$ cat src/rtl/tt_um_serial_acc.sv
// Bit-serial accumulator: ACC <= ACC +/- B, PAR bits per clock, LSB first.
// A start in IDLE captures B and the add/subtract mode, RUN ripples the
// operand through a PAR-bit full-adder slice for WIDTH/PAR beats, and DONE
// pulses for one cycle with the carry and overflow flags of the operation.
module tt_um_serial_acc #(
    parameter int WIDTH = 8,
    parameter int PAR   = 1
) (
    input  logic       clk,
    input  logic       rst_n,
    input  logic       ena,
    input  logic [7:0] ui_in,
    input  logic [7:0] uio_in,
    output logic [7:0] uo_out,
    output logic [7:0] uio_out,
    output logic [7:0] uio_oe
);

    localparam int BEATS  = WIDTH / PAR;
    localparam int BEAT_W = (BEATS > 1) ? $clog2(BEATS) : 1;
    localparam logic [BEAT_W-1:0] LAST_BEAT = BEAT_W'(BEATS - 1);

    typedef enum logic [1:0] {
        IDLE = 2'd0,
        RUN  = 2'd1,
        DONE = 2'd2
    } state_t;

    state_t             state_reg, state_next;
    logic [WIDTH-1:0]   acc_reg, acc_next;
    logic [WIDTH-1:0]   b_reg, b_next;
    logic               sub_reg, sub_next;
    logic               cin_reg, cin_next;
    logic [BEAT_W-1:0]  beat_reg, beat_next;
    logic               carry_flag_reg, carry_flag_next;
    logic               ovf_flag_reg, ovf_flag_next;

    logic start, sub_in, clear;
    assign start  = uio_in[0];
    assign sub_in = uio_in[1];
    assign clear  = uio_in[2];

    // ena and the unused input bits are deliberately ignored
    logic unused_inputs;
    assign unused_inputs = &{1'b0, ena, ui_in, uio_in[7:3], 1'b0};

    // Operand slice: B bits inverted for subtraction (carry-in supplies the +1)
    logic [PAR-1:0] b_eff;
    for (genvar gi = 0; gi < PAR; gi++) begin : g_b_eff
        assign b_eff[gi] = b_reg[gi] ^ sub_reg;
    end

    // Ripple full-adder chain over the low PAR bits of ACC and B
    logic [PAR:0]   carry_vec;
    logic [PAR-1:0] sum_bits;
    always_comb begin
        carry_vec    = '0;
        sum_bits     = '0;
        carry_vec[0] = cin_reg;
        for (int i = 0; i < PAR; i++) begin
            sum_bits[i]    = acc_reg[i] ^ b_eff[i] ^ carry_vec[i];
            carry_vec[i+1] = (acc_reg[i] & b_eff[i]) |
                             (carry_vec[i] & (acc_reg[i] ^ b_eff[i]));
        end
    end

    // ACC rotates right by PAR with the fresh sum bits entering at the top
    logic [WIDTH-1:0] sum_ext;
    logic [WIDTH-1:0] acc_rot;
    assign sum_ext = WIDTH'(sum_bits);
    assign acc_rot = (acc_reg >> PAR) | (sum_ext << (WIDTH - PAR));

    // Next-state and datapath update for IDLE / RUN / DONE
    always_comb begin
        state_next      = state_reg;
        acc_next        = acc_reg;
        b_next          = b_reg;
        sub_next        = sub_reg;
        cin_next        = cin_reg;
        beat_next       = beat_reg;
        carry_flag_next = carry_flag_reg;
        ovf_flag_next   = ovf_flag_reg;
        case (state_reg)
            IDLE: begin
                if (start) begin
                    b_next     = ui_in[WIDTH-1:0];
                    sub_next   = sub_in;
                    cin_next   = sub_in;
                    beat_next  = '0;
                    state_next = RUN;
                    if (clear) begin
                        acc_next = '0;
                    end
                end else if (clear) begin
                    acc_next        = '0;
                    carry_flag_next = 1'b0;
                    ovf_flag_next   = 1'b0;
                end
            end
            RUN: begin
                acc_next  = acc_rot;
                b_next    = b_reg >> PAR;
                cin_next  = carry_vec[PAR];
                beat_next = beat_reg + BEAT_W'(1);
                if (beat_reg == LAST_BEAT) begin
                    // The top bit of the slice is the MSB on the final beat
                    carry_flag_next = carry_vec[PAR];
                    ovf_flag_next   = carry_vec[PAR] ^ carry_vec[PAR-1];
                    state_next      = DONE;
                end
            end
            DONE: begin
                state_next = IDLE;
            end
            default: begin
                state_next = IDLE;
            end
        endcase
    end

    // State register with synchronous active-low reset taking priority
    always_ff @(posedge clk) begin
        if (!rst_n) begin
            state_reg      <= IDLE;
            acc_reg        <= '0;
            b_reg          <= '0;
            sub_reg        <= 1'b0;
            cin_reg        <= 1'b0;
            beat_reg       <= '0;
            carry_flag_reg <= 1'b0;
            ovf_flag_reg   <= 1'b0;
        end else begin
            state_reg      <= state_next;
            acc_reg        <= acc_next;
            b_reg          <= b_next;
            sub_reg        <= sub_next;
            cin_reg        <= cin_next;
            beat_reg       <= beat_next;
            carry_flag_reg <= carry_flag_next;
            ovf_flag_reg   <= ovf_flag_next;
        end
    end

    assign uo_out  = 8'(acc_reg);
    assign uio_out = {ovf_flag_reg, carry_flag_reg,
                      (state_reg == DONE), (state_reg == RUN), 4'b0000};
    assign uio_oe  = 8'hF0;

endmodule

$ cat config.mk
export PLATFORM = sky130hd
export DESIGN_NAME = tt_um_serial_acc
export DESIGN_NICKNAME = d
export VERILOG_FILES = /design/src/rtl/tt_um_serial_acc.sv
export SDC_FILE = /design/constraint.sdc
export NUM_CORES = 1
export LEC_CHECK = 0
export CAP_MARGIN = 20
export CORE_MARGIN = 5
export CORE_UTILIZATION = 44
export CTS_BUF_LIST = sky130_fd_sc_hd__clkbuf_16
export DETAILED_ROUTE_END_ITERATION = 10
export PLACE_DENSITY = 0.85
export SYNTH_ARGS = -nofsm -noshare
export SYNTH_HDL_FRONTEND = slang
export SYNTH_SLANG_ARGS = --single-unit
$ cat constraint.sdc
create_clock -name clk -period 1.7 [get_ports clk]
set_clock_uncertainty 0.1 [all_clocks]
set_input_delay 0.17 -clock clk [delete_from_list [all_inputs] [get_ports clk]]
set_output_delay 0.17 -clock clk [all_outputs]
set_load 0.02 [all_outputs]
==> summary.txt, run 1 <==
==========================================================================================
Most used flip-flop cell after synthesis                                      sky130_fd_sc_hd__dfxtp_1
HPWL reported at the end of detailed placement                                    1.849 mm
Type of element launching the critical path                                       register
Most common cell after layout, fill and taps aside                            sky130_fd_sc_hd__dfxtp_1
Via count of the first global-routing pass                                             941
Outcome                                                                          completed
FF+latch count, synth                                                                   25
Largest net degree at the start of global routing                                       23
Initial antenna violation count                                                          0
Placed instance count                                                                  185
Areal power density over the cells                                            882.0 mW/mm2
TritonCTS clock tree                                                                 built
Class of the tightest hold or removal check                                     reg -> reg
Count of H-tree levels built during CTS                                                  1
Worst skew pair latency                                                            0.26 ns
Sequential area share after synthesis                                               0.4036
Max FO, Critical Path                                                                    3
Post-Layout Cell Count                                                                 189
Fin crit period                                                                   1.532 ns
DIE AREA                                                                      0.003980 mm2
Avg WL per Cell                                                                   13.64 um
CTS max path bufs                                                                        2
I/O pins                                                                                43
Rows                                                                                    19
Required @ worst endpoint                                                          1.81 ns
Number of buffers created by CTS                                                         3
Hold Fails Final Rpt                                                                     0
DRC Markers                                                                              0
Final Wtd Congestion                                                                0.7016
Total gr overflow                                                                        0
Vias after detailed routing                                                            966
Leak                                                                             0.6260 nW
Antenna viol nets, final                                                                 0
Sum Neg Setup Slack                                                                   0 ns
Number of buffers inserted by port buffering                                            24
Core area                                                                     0.002734 mm2
Hold buffer count at cts                                                                 0
Inserted Diodes                                                                          0
Root Buffer                                                                   sky130_fd_sc_hd__clkbuf_16
Max-slew violations                                                                      0
Number of fill cells                                                                   233
Setup repair after global routing missed its margin                                  false
WL final                                                                          2.578 mm
DR iter-0 viols                                                                         22
Max_cap viols                                                                            0
Floorplan die width                                                               63.09 um
Clock edge transition at the registers on the reported setup and hold paths        0.06 ns
Cells after Synth                                                                      137
First-pass GRT wire length                                                        4.347 mm
Arr. time, crit path                                                               1.64 ns
# clock sinks                                                                           25
Total GRT Usage                                                                     0.1342
Achievable frequency                                                             652.8 MHz
DIE HEIGHT                                                                        63.09 um
First-pass iteration count of the detailed router                                        4
Vias/cell                                                                            5.111
Share of final-layout standard cells stronger than drive strength 1                 0.1392
Starting utilization of the core area                                               0.4535
Highest-count cells in the layout ignoring fill and taps                      sky130_fd_sc_hd__dfxtp_1 (24), sky130_fd_sc_hd__nor2_1 (22), sky130_fd_sc_hd__clkdlybuf4s50_1 (22)
FFs w/ async S/R, synth                                                                  0
Count of unique library cells instantiated by Yosys                                     28
Critical path start-end classification                                          reg -> reg
Number of flops mapped to enable cells by yosys                                          0
Final worst path period share                                                       0.9012
Warnings, synthesis                                                                      0
Avg Synthesized Cell Area                                                        9.051 um2
Synth Cell Area                                                               0.001240 mm2
Net count of the finished layout                                                       181
Worst VDD drop                                                                    566.2 uV
CP endpoint kind                                                                  register
Total of endpoints with negative setup slack in the final report                         0
Syn-to-layout area delta                                                            22.60%
==========================================================================================
==> cell families (layout without fill, tap and decap cells) <==
group / after synthesis / in the layout / share of synthesized area
xor+xnor: 2 / 2 / 0.01413
flops: 25 / 25 / 0.4036
other cells: 2 / 12 / 0.006057
fa+ha+maj: 3 / 3 / 0.03632
compound gates: 34 / 34 / 0.2159
buf+inv: 29 / 40 / 0.1463
mux: 2 / 2 / 0.01615
simple gates: 40 / 40 / 0.1615
==> layout make-up <==
| class | count | area (um2) | area share |
|---|---|---|---|
| Clock buffer | 3 | 75.07 | 0.04938 |
| Clock inverter | 1 | 3.754 | 0.002469 |
| Inverter | 6 | 22.52 | 0.01481 |
| Multi-Input combinational cell | 93 | 595.6 | 0.3918 |
| Sequential cell | 25 | 501.7 | 0.3300 |
| Tap cell | 31 | 38.79 | 0.02551 |
| Timing Repair Buffer | 30 | 282.8 | 0.1860 |
==> cell usage after synthesis (2+ instances only) <==
cell type | instances | area (um2)
sky130_fd_sc_hd__nand2_1 | 2 | 7.510
sky130_fd_sc_hd__mux2i_1 | 2 | 20.02
sky130_fd_sc_hd__conb_1 | 2 | 7.510
sky130_fd_sc_hd__o221a_2 | 8 | 90.09
sky130_fd_sc_hd__buf_4 | 18 | 135.1
sky130_fd_sc_hd__nor3_1 | 2 | 10.01
sky130_fd_sc_hd__nor2_1 | 22 | 82.58
sky130_fd_sc_hd__ha_1 | 2 | 25.02
sky130_fd_sc_hd__a21oi_1 | 9 | 45.04
sky130_fd_sc_hd__dfxtp_1 | 25 | 500.5
sky130_fd_sc_hd__nor2b_1 | 8 | 50.05
sky130_fd_sc_hd__buf_2 | 4 | 20.02
sky130_fd_sc_hd__a22oi_1 | 13 | 97.59
sky130_fd_sc_hd__inv_1 | 5 | 18.77
sky130_fd_sc_hd__xnor2_1 | 2 | 17.52
==> per-layer routing <==
layer | vias up | global-route usage | wire, um
met5 | - | 0 | 0
met1 | 451 | 0.1724 | 1193
li1 | 491 | - | -
met3 | 5 | 0.02309 | 96
met4 | 0 | 0.06366 | 51
met2 | 19 | 0.2167 | 1237
==> path summary, 6_finish.rpt <==
check,startpoint,end,slack (ns),cells past startpoint
worst max-delay path,cin_reg,cin_reg,0.17,4
worst min register to register,ovf_flag_reg,ovf_flag_reg,0.38,2
worst min-delay path,ovf_flag_reg,ovf_flag_reg,0.38,2
worst max register to register,cin_reg,cin_reg,0.17,4
==> power by group <==
part           total (mW)  internal (mW)  switching (mW)
registers           0.632          0.613          0.0189
logic               0.199         0.0912           0.108
clock network       0.510          0.314           0.196
total                1.34           1.02           0.322
==> worst max-delay path: stages (launching register included) <==
cell,delay [ns]
sky130_fd_sc_hd__dfxtp_1,0.38
sky130_fd_sc_hd__inv_1,0.08
sky130_fd_sc_hd__fa_1,0.45
sky130_fd_sc_hd__a22oi_1,0.25
sky130_fd_sc_hd__o221a_2,0.22
==> what timing repair did <==
action                                  4_1_cts  5_1_grt
setup buffers                                 0        0
endpoints found under the setup margin        2        0
resized for setup                             3        0
hold endpoints to repair                      0        0
==> per-stage QoR <==
step	hold WS (ns)	cell area, um2	util	setup WS [ns]	power, mW
after floorplan	0.2172	1277	-	0.1350	0.8032
after global placement	0.3610	1443	0.5277	0.1190	0.8339
after detailed placement	0.3616	1443	0.5277	0.1096	0.8405
after CTS	0.3743	1520	0.5561	0.1683	1.343
after global routing	0.3982	1520	0.5561	0.08046	1.392
final	0.3755	1520	0.5561	0.1680	1.341
Power figures use the tool's default switching activity.
==> run 2, diff against run 1 <==
--- a/config.mk
+++ b/config.mk
@@ -10,7 +10,7 @@
 export CORE_UTILIZATION = 44
 export CTS_BUF_LIST = sky130_fd_sc_hd__clkbuf_16
 export DETAILED_ROUTE_END_ITERATION = 10
-export PLACE_DENSITY = 0.85
+export PLACE_DENSITY = 0.81
 export SYNTH_ARGS = -nofsm -noshare
 export SYNTH_HDL_FRONTEND = slang
 export SYNTH_SLANG_ARGS = --single-unit
==> run 2 against run 1 <==
Sequential power about the same. Combinational power about the same. Clock-buffer cell count unchanged. Sequential cell count unchanged. Routed wire length up 1.1%. Largest cell class unchanged. Non-clock buffer count up 1. Total power up 1.1%. Worst hold slack about the same. Design area up 0.66%. Worst setup slack better by 0.0055 ns. Sequential share of layout area down 0.30 points. Critical path depth up 1.
==> summary.txt, run 2 (synthesized netlist as in run 1, its figures left out) <==
==========================================================================================
Achievable frequency                                                             655.1 MHz   +0.36%
Root Buffer                                                                   sky130_fd_sc_hd__clkbuf_16
Number of fill cells                                                                   232   -0.43%
Floorplan die width                                                               63.09 um   unchanged
First-pass iteration count of the detailed router                                        4   unchanged
Antenna viol nets, final                                                                 0   unchanged
Avg WL per Cell                                                                   13.72 um   +0.55%
Final worst path period share                                                       0.8979   -0.003221
Leak                                                                             0.6251 nW   -0.14%
Total gr overflow                                                                        0   unchanged
Syn-to-layout area delta                                                            23.41%
Reg2reg setup slack                                                                0.17 ns   about the same
# clock sinks                                                                           25   unchanged
CP endpoint kind                                                                  register
Critical path start-end classification                                          reg -> reg
Type of element launching the critical path                                       register
Worst skew pair latency                                                            0.26 ns   about the same
Crit Reg-Reg Startpoint                                                          uo_out[0]
DR iter-0 viols                                                                         32   +45%
Rows                                                                                    19   unchanged
DIE AREA                                                                      0.003980 mm2   unchanged
Placement-stage cell area                                                     0.001450 mm2   +0.52%
Startpoint of the lowest-slack hold path                                       beat_reg[0]
Class of the tightest hold or removal check                                     reg -> reg
Vias/cell                                                                            5.274   +3.2%
Most common cell after layout, fill and taps aside                            sky130_fd_sc_hd__dfxtp_1
I/O pins                                                                                43   unchanged
Total GRT Usage                                                                     0.1396   +0.005406
Buffers inserted by post-CTS timing repair                                               0   unchanged
Inserted Diodes                                                                          0   unchanged
WL final                                                                          2.606 mm   +1.1%
TritonCTS clock tree                                                                 built
Initial antenna violation count                                                          0   unchanged
Total power after layout                                                          1.356 mW   +1.1%
Max FO, Critical Path                                                                    3   unchanged
Required @ worst endpoint                                                          1.75 ns   -0.06 ns
Count of H-tree levels built during CTS                                                  1   unchanged
Net count of the finished layout                                                       182   +0.55%
Final non-filler cell area                                                    0.001530 mm2   +0.66%
Starting utilization of the core area                                               0.4535   unchanged
Total of endpoints with negative setup slack in the final report                         0   unchanged
Arr. time, crit path                                                               1.58 ns   -0.06 ns
Final standard cell utilization of the core                                         0.5597   +0.003661
Hold Fails Final Rpt                                                                     0   unchanged
Areal power density over the cells                                            886.3 mW/mm2   +0.48%
Number of buffers inserted by port buffering                                            24   unchanged
Number of buffers created by CTS                                                         3   unchanged
Vias after detailed routing                                                           1002   +3.7%
First-pass GRT wire length                                                        4.409 mm   +1.4%
Startpoint of the worst setup timing path                                        uo_out[0]
Final Wtd Congestion                                                                0.7794   +11%
Fin crit period                                                                   1.526 ns   -0.005475 ns
HPWL reported at the end of detailed placement                                    1.854 mm   +0.26%
DRC Markers                                                                              0   unchanged
Highest-count cells in the layout ignoring fill and taps                      sky130_fd_sc_hd__dfxtp_1 (25), sky130_fd_sc_hd__nor2_1 (22), sky130_fd_sc_hd__clkdlybuf4s50_1 (22)
Via count of the first global-routing pass                                             920   -2.2%
Worst VDD drop                                                                    682.7 uV   +21%
Share of final-layout standard cells stronger than drive strength 1                 0.1447   +0.005414
DIE HEIGHT                                                                        63.09 um   unchanged
Core area                                                                     0.002734 mm2   unchanged
CTS max path bufs                                                                        2   unchanged
Sum Neg Setup Slack                                                                   0 ns   unchanged
Max_cap viols                                                                            0   unchanged
Clock edge transition at the registers on the reported setup and hold paths        0.06 ns   about the same
Max-slew violations                                                                      0   unchanged
Outcome                                                                          completed
Setup repair after global routing missed its margin                                  false
Largest net degree at the start of global routing                                       22   -4.3%
==========================================================================================
-- run 2: cell types whose count changed in the layout (fill, tap and decap cells not counted) --
| cell | change |
|---|---|
| sky130_fd_sc_hd__dfxtp_1 | +1 |
| sky130_fd_sc_hd__clkinvlp_4 | +1 |
| sky130_fd_sc_hd__inv_1 | -1 |
| sky130_fd_sc_hd__dfxtp_2 | -1 |
| sky130_fd_sc_hd__buf_4 | +1 |
-- run 2: worst paths after layout --
kind	endpoint	depth (start not counted)
worst max register to register	ovf_flag_reg	5
worst min-delay path	beat_reg[0]	1
worst max-delay path	ovf_flag_reg	5
worst min register to register	beat_reg[0]	1
-- run 2: layer usage --
layer / GRT usage / routed length (um)
met1: 0.1608 / 1102
met2: 0.2359 / 1328
met3: 0.03197 / 113
met4: 0.07692 / 61
met5: 0 / 0
-- run 2: area by class of cell --
type	count	area [um2]	area share
multi-input combinational	93	595.6	0.3892
sequential	25	500.5	0.3271
timing repair buffer	31	290.3	0.1897
clock buffer	3	75.07	0.04906
tap	31	38.79	0.02535
inverter	6	22.52	0.01472
clock inverter	1	7.507	0.004906
-- run 2: repair_timing --
item                       in CTS  in global routing
setup endpoints to repair       2                  0
resized for setup               2                  0
hold buffers                    0                  0
-- run 2: critical path, cell delays in order, from the launching register on --
cell and delay (ns):
sky130_fd_sc_hd__dfxtp_1 0.36, sky130_fd_sc_hd__inv_1 0.07, sky130_fd_sc_hd__fa_1 0.49, sky130_fd_sc_hd__xnor2_1 0.15
sky130_fd_sc_hd__a32oi_1 0.16, sky130_fd_sc_hd__a21oi_1 0.09
-- run 2: metrics by stage --
stage                     instances  worst slack, ns  hold WS [ns]
final                           190           0.1735        0.3758
after global routing            190          0.03085        0.4073
after CTS                       190           0.1634        0.3786
after detailed placement        186          0.05801        0.3695
after global placement          186           0.1042        0.3626
after floorplan                 147           0.1350        0.2172
-- run 2: power breakdown --
group	switching (mW)	internal, mW
clock	0.205	0.319
combinational	0.108	0.0928
sequential	0.0187	0.613
